**config.mk**
```make
export PLATFORM = sky130hd
export DESIGN_NAME = writeback_pipe
export DESIGN_NICKNAME = d
export VERILOG_FILES = /design/src/rtl/writeback_pipe_pkg.sv /design/src/rtl/writeback_pipe_stage_reg.sv /design/src/rtl/writeback_pipe.sv
export SDC_FILE = /design/constraint.sdc
export NUM_CORES = 1
export LEC_CHECK = 0
export CORE_ASPECT_RATIO = 1.75
export CORE_MARGIN = 3
export CORE_UTILIZATION = 40
export DETAILED_ROUTE_END_ITERATION = 12
export DONT_BUFFER_PORTS = 1
export GPL_TIMING_DRIVEN = 0
export PLACE_DENSITY_LB_ADDON = 0.3
export SYNTH_ARGS = -nofsm -noshare
export SYNTH_HDL_FRONTEND = slang
export SYNTH_HIERARCHICAL = 1
export SYNTH_SLANG_ARGS = --single-unit
```
**constraint.sdc**
```tcl
create_clock -name clk -period 3.2 [get_ports clk]
set_input_delay 0.8 -clock clk [delete_from_list [all_inputs] [get_ports clk]]
set_output_delay 0.8 -clock clk [all_outputs]
set_load 0.02 [all_outputs]
```
**src/rtl/writeback_pipe_pkg.sv**
```systemverilog
// Shared types and constants for the writeback pipe: stage-entry struct,
// flag bit positions and register-file geometry.
package writeback_pipe_pkg;

  localparam int REG_COUNT = 4;
  localparam int DST_W     = $clog2(REG_COUNT);

  localparam int CZN_C = 0;
  localparam int CZN_Z = 1;
  localparam int CZN_N = 2;

  typedef struct packed {
    logic             valid;
    logic [7:0]       data;
    logic [DST_W-1:0] dst;
    logic             wen;
    logic             flag_en;
    logic             carry;
  } wb_entry_t;

endpackage

```
**src/rtl/writeback_pipe_stage_reg.sv**
```systemverilog
// One writeback pipe stage: captures an entry every cycle, flush kills it.
module wb_stage_reg
  import writeback_pipe_pkg::*;
(
  input  logic      clk,
  input  logic      rst,
  input  logic      flush,
  input  wb_entry_t i_d,
  output wb_entry_t o_q
);

  wb_entry_t r_q;
  wb_entry_t w_next;

  always_comb begin
    w_next       = i_d;
    w_next.valid = i_d.valid & ~flush;
  end

  // Every field clears on reset so the write port reads all-zero.
  always_ff @(posedge clk or negedge rst) begin
    if (!rst) r_q <= '0;
    else      r_q <= w_next;
  end

  assign o_q = r_q;

endmodule

```
**src/rtl/writeback_pipe.sv**
```systemverilog
// Two-stage writeback pipe with register-file write port, CZN flags and
// operand bypass. Define WB_FORWARD_EN to enable bypassing; otherwise a hazard stall is raised.
module writeback_pipe
  import writeback_pipe_pkg::*;
(
  input  logic             clk,
  input  logic             rst,
  input  logic             in_valid,
  input  logic [7:0]       in_data,
  input  logic [DST_W-1:0] in_dst,
  input  logic             in_wen,
  input  logic             in_flag_en,
  input  logic             in_carry,
  input  logic             flush,
  input  logic [DST_W-1:0] rd_reg1,
  input  logic [DST_W-1:0] rd_reg2,
  input  logic [7:0]       rf_data1,
  input  logic [7:0]       rf_data2,
  output logic [DST_W-1:0] write_reg,
  output logic [7:0]       write_data,
  output logic             write_reg_en,
  output logic [2:0]       czn,
  output logic [7:0]       fwd_data1,
  output logic [7:0]       fwd_data2,
  output logic             fwd_hit1,
  output logic             fwd_hit2,
  output logic             hazard
);

  wb_entry_t w_in;
  wb_entry_t w_s1;
  wb_entry_t w_s2;
  logic [2:0] r_czn;

  assign w_in = '{valid: in_valid, data: in_data, dst: in_dst,
                  wen: in_wen, flag_en: in_flag_en, carry: in_carry};

  wb_stage_reg u_s1 (.clk(clk), .rst(rst), .flush(flush), .i_d(w_in), .o_q(w_s1));
  wb_stage_reg u_s2 (.clk(clk), .rst(rst), .flush(flush), .i_d(w_s1), .o_q(w_s2));

  // Flags follow the entry as it leaves S1; a flushed entry never touches them.
  always_ff @(posedge clk or negedge rst) begin
    if (!rst) begin
      r_czn <= 3'b000;
    end else if (w_s1.valid && w_s1.flag_en && !flush) begin
      r_czn[CZN_C] <= w_s1.carry;
      r_czn[CZN_Z] <= (w_s1.data == 8'h00);
      r_czn[CZN_N] <= w_s1.data[7];
    end
  end

  assign czn          = r_czn;
  assign write_reg_en = w_s2.valid & w_s2.wen;
  assign write_reg    = w_s2.dst;
  assign write_data   = w_s2.data;

  logic w_unused_s2;
  assign w_unused_s2 = ^{w_s2.flag_en, w_s2.carry};

  logic [DST_W-1:0] w_rd  [2];
  logic [7:0]       w_rf  [2];
  logic [7:0]       w_fwd [2];
  logic             w_hit [2];
  logic             w_haz [2];

  assign w_rd[0] = rd_reg1;
  assign w_rd[1] = rd_reg2;
  assign w_rf[0] = rf_data1;
  assign w_rf[1] = rf_data2;

  genvar gi;
  generate
    for (gi = 0; gi < 2; gi++) begin : g_operand
      logic w_m1;
      logic w_m2;
      assign w_m1 = w_s1.valid & w_s1.wen & (w_s1.dst == w_rd[gi]);
      assign w_m2 = w_s2.valid & w_s2.wen & (w_s2.dst == w_rd[gi]);
`ifdef WB_FORWARD_EN
      // S1 is the younger producer, so it takes priority over S2.
      assign w_fwd[gi] = w_m1 ? w_s1.data : (w_m2 ? w_s2.data : w_rf[gi]);
      assign w_hit[gi] = w_m1 | w_m2;
      assign w_haz[gi] = 1'b0;
`else
      assign w_fwd[gi] = w_rf[gi];
      assign w_hit[gi] = 1'b0;
      assign w_haz[gi] = w_m1 | w_m2;
`endif
    end
  endgenerate

  assign fwd_data1 = w_fwd[0];
  assign fwd_data2 = w_fwd[1];
  assign fwd_hit1  = w_hit[0];
  assign fwd_hit2  = w_hit[1];
  assign hazard    = w_haz[0] | w_haz[1];

endmodule

```
Word level (Yosys, flattened, before mapping)
Index checks and enable logic that the tools add are counted.
{"block": "classes", "bitwise": 12, "reduce_logical": 4, "n_eq_ne": 4}
{"cell": "AND 1 bit", "n": 8}
{"cell": "== test 2 bit", "n": 4}
{"cell": "logical NOT 8 bit", "n": 1}
{"cell": "bitwise OR 1 bit", "n": 3}
{"cell": "logical AND 1 bit", "n": 2}
{"cell": "logical NOT 1 bit", "n": 1}
{"cell": "inverter 1 bit", "n": 1}
{"block": "word_totals", "register_bits": 29, "output_inout_bits": 33, "inputBits": 37, "elab_cells": 31}

Longest topological paths before layout
Gate-level depths: netlist of the first run.
{"block": "depth", "depth_word": 4, "depth_mapped": 3, "depth_no_buf": 3}

Modules after synthesis
The synthesis of the first run kept the hierarchy.
{"module": "wb_stage_reg", "n_inst": 2, "area_per_inst_um2": 364.1, "seq_area_each_um2": 350.3, "cells_each": 15}
{"module": "writeback_pipe", "n_inst": 1, "area_per_inst_um2": 367.9, "seq_area_each_um2": 75.1, "cells_each": 42}

Worst setup path after synthesis of the first run
OpenSTA, ideal clock, no wires.
{"block": "synth_timing", "kind": "input to output", "start": "in rd_reg2[1]", "end": "out hazard", "cell_stages": 3, "setup_slack_ns": 1.031, "path_buffers": 0, "required_ns": 2.400, "t_arrival_ns": 1.369, "path_cell_list": "xor2_1 > o22ai_1 > a32o_1"}
{"block": "synth_via", "elab_chain_len": 4, "elab_cells_between_ends": 6, "cone_classes": "2 x eq/ne; 4 x bitwise"}
{"element": "from (decl)", "line": "writeback_pipe.sv:16", "rtl": "input logic [DST_W-1:0] rd_reg2,"}
{"element": "== test 2 bit (on tied branches)", "line": "writeback_pipe.sv:76, writeback_pipe.sv:77"}
{"element": "AND 1 bit (on tied branches)", "line": "writeback_pipe.sv:76, writeback_pipe.sv:77"}
{"element": "bitwise OR 1 bit *", "line": "writeback_pipe.sv:86", "rtl": "assign w_haz[gi] = w_m1 | w_m2;"}
{"element": "bitwise OR 1 bit *", "line": "writeback_pipe.sv:95", "rtl": "assign hazard = w_haz[0] | w_haz[1];"}
{"element": "to (decl)", "line": "writeback_pipe.sv:27", "rtl": "output logic hazard"}
Mark *: on every way between the ends. The rest lies on a longest branch, timed or not.

Worst setup path in the final report of the first run
Ends and elaborated chain as after synthesis.

==> metrics, run 1 <==
ant diodes 0; clk sinks 29; post-detail-place hpwl 1320 um; Residual DRC 0; row count 23; outcome complete, no violations; Clk Latency, worst-skew pair 0.27 ns; H-tree depth 2; Crit. End Element output port; gr usage total 10.3%; RSZ-0062 raised after global routing no; most frequent cells in the layout dfrtp_1 (29), buf_4 (18), xor2_1 (8); cts repair resizes 0; Clk Tree Root Cell clkbuf_8; post-CTS setup buffers 0; Netlist Area Pre-Place 1050 um2; drt via density 4.92; Tmin final 2.24 ns; Arrival @ worst endpoint ~1.4 ns; total CTS buffers 5; total core area 2390 um2; FILL cells roughly 220; CTS tree yes; initial antenna violation count 0; Worst Skew 0.00808 ns; vias in the first global route 556; hold buffers post-CTS 0; Worst Setup Path Type input pin to output port; final WL between 1500 and 2000 um; GRT overflow 0; Avg WL per Cell ~16 um; worst-path fanout max 2; CP required 2.40 ns; P_leak 0.559 nW; PortBufs 0; die area 3290 um2; Max VDD drop 351 uV; Slew Limit Fails 0; Yosys warning total 6; Cells after Synth 70; via count 512; GPL Wtd Cong 0.632; initial DRC count 11; nets between 100 and 150; dpl ws 0.952 ns; ratio of cells with drive above 1 in the final layout 38.0%; largest net degree at the start of global routing 30; first-pass GRT wire length 2350 um; Routed Antenna Nets 0; final cycle utilization of the critical path 70.0%; worst hold path class input pin to asynchronous set/reset pin; Max-cap violations 0; Max Freq 447 MHz; syn avg cell area 14.9 um2; commonest non-fill, non-tap cell in the layout dfrtp_1; PD cells 670 nW/um2; final setup violation count 0; Final Hold Violating Endpoints 0; Initial Utilization 43.8%; Chip Width 44.7 um; CTS max path bufs 2; Top-Level Pins 70; Fin Setup TNS 0 ns; DRT Pass-1 Iters 2; Clock transition at path regs 0.06 ns; die height 73.7 um; Setup crit start kind input pin; Final WS setup 0.962 ns; Area Overhead vs Synth 13.0%
## worst max-delay path, cell delays in order
cell and delay (ns):
xor2_1 0.12, o22ai_1 0.19, a32o_1 0.32
## area by class of cell
class                           instances  area [um2]  share of cell area, %
Clock inverter                          1        5.00                  0.423
Multi-Input combinational cell         24         189                   16.0
Buffer                                 18         135                   11.4
Sequential cell                        29         726                   61.4
Clock buffer                            7        96.3                   8.15
Tap cell                               25        31.3                   2.65
## sequential cells by signal, summed over array words and instances, names as in the netlist
name,cells
u_s1/o_q,14
u_s2/o_q,12
czn,3
## final timing paths
check / slack, ns / endpoint / start / cells past startpoint
max: 0.96 / hazard / rd_reg2[1] / 3
min: 0.22 / u_s2/o_q[3] / rst / 0
max reg2reg: 2.16 / czn[0] / u_s1/o_q[13] / 2
min reg2reg: 0.36 / u_s2/o_q[6] / u_s1/o_q[6] / 0
max in group asynchronous: 2.90 / u_s1/o_q[6] / rst / 0
min in group clk: 0.36 / u_s2/o_q[6] / u_s1/o_q[6] / 0
## per-layer routing
metal | vias up | wire length (um) | global-route usage, %
met5 | - | 0 | 0
met4 | 0 | 41 | 6.04
met3 | 6 | 281 | 6.86
met2 | 43 | 853 | 16.8
met1 | 244 | 462 | 9.02
li1 | 219 | - | -
## power breakdown
group / switching (mW) / internal, mW / total, mW
Clock: 0.125 / 0.194 / 0.318
Combinational: 0.0279 / 0.0278 / 0.0557
Sequential: 0.0284 / 0.389 / 0.418
## through the flow
| stage | std cells | area [um2] | hold slack (ns) | utilization (%) | power, mW |
|---|---|---|---|---|---|
| floorplan | 71 | 1050 | 0.354 | - | 0.473 |
| global placement | 96 | 1080 | 0.357 | 45.3 | 0.480 |
| detailed placement | 96 | 1080 | 0.361 | 45.3 | 0.481 |
| CTS | 104 | 1180 | 0.208 | 49.5 | 0.803 |
| global route | 104 | 1180 | 0.195 | 49.5 | 0.831 |
| finish | 104 | 1180 | 0.215 | 49.5 | 0.792 |
(Power assumes the default switching activity.)
==> run 2: changes to the inputs <==
clock period = 2.2 ns   (was 3.2 ns; I/O delays follow)
==> run 2 against run 1 <==
Clock power increased by 46%. Register-to-register slack got worse by 1.0 ns. Worst setup slack got worse by 0.75 ns. Non-clock buffer count increased by 1. Routed wire length increased by 2.2%.
==> metrics, run 2 (synthesized netlist as in run 1, its figures left out) <==
outcome complete, no violations; Max-cap violations 0; footprint of the multi-input gates 189 um2; CTS tree yes; Arrival @ worst endpoint ~1.4 ns; PD cells 970 nW/um2; Clk pwr share 39.9%; commonest non-fill, non-tap cell in the layout dfrtp_1; switch share roughly a quarter; final instance area 1200 um2; total CTS buffers 5; first-pass GRT wire length 2390 um; total core area 2390 um2; Initial Utilization ~44%; H-tree depth 2; nets 116; RSZ-0062 raised after global routing no; Tmin final ~2.0 ns; largest net degree at the start of global routing 30; final WL 1670 um; GPL Wtd Cong 0.632; Top-Level Pins 70; dpl cell area 1080 um2; final setup violation count 0; row count 23; Clk Tree Root Cell clkbuf_8; CTS max path bufs 2; Max Freq 503 MHz; initial antenna violation count 0; Sequential Power Share 52.1%; post-detail-place hpwl roughly 1300 um; register area 726 um2; Area Overhead vs Synth 15.0%; Worst Setup Path Type flip-flop to output port; Int Pwr 892 uW; Final Hold Violating Endpoints 0; PortBufs 0; Residual DRC 0; CP required 1.65 ns; dpl ws 0.452 ns; final cycle utilization of the critical path 90.3%; Final WS setup approximately 0.21 ns; Chip Width 44.7 um; FILL cells 213; drt via density 4.95; net load switching power 274 uW; max FFs per register 14; Routed Antenna Nets 0; Overall Power 1.17 mW; clk sinks 29; Hold Slack 0.0877 ns; cts repair resizes 0; Avg WL per Cell between 15 and 20 um; combinational share of power 8.1%; Fin Setup TNS 0 ns; Setup crit start kind flip-flop; CP max-delay cell dfrtp_1; Clk Latency, worst-skew pair 0.27 ns; DRT Pass-1 Iters 2; Slew Limit Fails 0; critical-path cell list xor2_1 > o22ai_1 > a32o_1; CP max stage delay approximately 0.48 ns; gr usage total between 10% and 20%; via count 520; worst hold path class input pin to asynchronous set/reset pin; Worst Skew between 0.007 and 0.008 ns; Max VDD drop 454 uV; die area around 3300 um2; initial DRC count 11; post-CTS setup buffers 0; dpl cells 96; Clock transition at path regs 0.06 ns; vias in the first global route 555; P_leak 0.569 nW; ant diodes 0; Crit. End Element output port; most frequent cells in the layout dfrtp_1 (29), buf_4 (18), xor2_1 (8); ratio of cells with drive above 1 in the final layout 38.8%; final std cells w/o fill 105; worst-path fanout max 3; Final Util 50.3%; die height 73.7 um; GRT overflow 0
==> run 2: worst max-delay path, delay by kind of cell (launching register included) <==
| family | cells | cell delay [ns] |
|---|---|---|
| DFF | 1 | 0.48 |
| xor gates and xnor gates | 1 | 0.20 |
| AOI/OAI and AO/OA | 2 | 0.49 |
==> run 2: power by group through the flow <==
stage	sequential [mW]	combinational, mW	clock, mW
2_1_floorplan	0.612	0.0758	0
3_3_place_gp	0.617	0.0808	0
3_5_place_dp	0.618	0.0820	0
4_1_cts	0.608	0.0961	0.477
5_1_grt	0.611	0.102	0.515
6_report	0.607	0.0941	0.465
==> run 2: layout make-up <==
| type | count | share of cell area (%) |
|---|---|---|
| clock inverters | 1 | 0.416 |
| flip-flops and latches | 29 | 60.4 |
| clock buffers | 7 | 8.01 |
| multi-input cells | 24 | 15.7 |
| well taps | 25 | 2.60 |
| plain buffers | 18 | 11.2 |
| repair buffers | 1 | 1.66 |
==> run 2: final timing paths <==
kind | cells past startpoint | slack [ns] | start | to
min | 1 | 0.09 | rst | u_s2/o_q[12]
max | 3 | 0.21 | u_s2/o_q[4] | hazard
max in group asynchronous | 1 | 1.95 | rst | u_s1/o_q[7]
min in group clk | 0 | 0.30 | in_dst[0] | u_s1/o_q[3]
min reg2reg | 0 | 0.36 | u_s1/o_q[6] | u_s2/o_q[6]
max reg2reg | 2 | 1.16 | u_s1/o_q[13] | czn[0]
==> run 2: per-layer routing <==
| layer | routed length [um] | track usage [%] | vias to the layer above |
|---|---|---|---|
| met4 | 52 | 8.05 | 0 |
| met2 | 863 | 16.8 | 43 |
| li1 | - | - | 222 |
| met1 | 469 | 9.18 | 247 |
| met3 | 290 | 6.86 | 8 |
| met5 | 0 | 0 | - |
==> run 2: timing repair <==
item / 4_1_cts / 5_1_grt
endpoints found under the setup margin: 0 / 0
endpoints found under the hold margin: 29 / 0
hold buffers: 1 / 0
==> run 3: changes to the inputs <==
ABC_CLOCK_PERIOD_IN_PS = 2200   (was default)
==> results of run 3 <==
No change in the layout: final DEF, timing and power equal those of run 2.
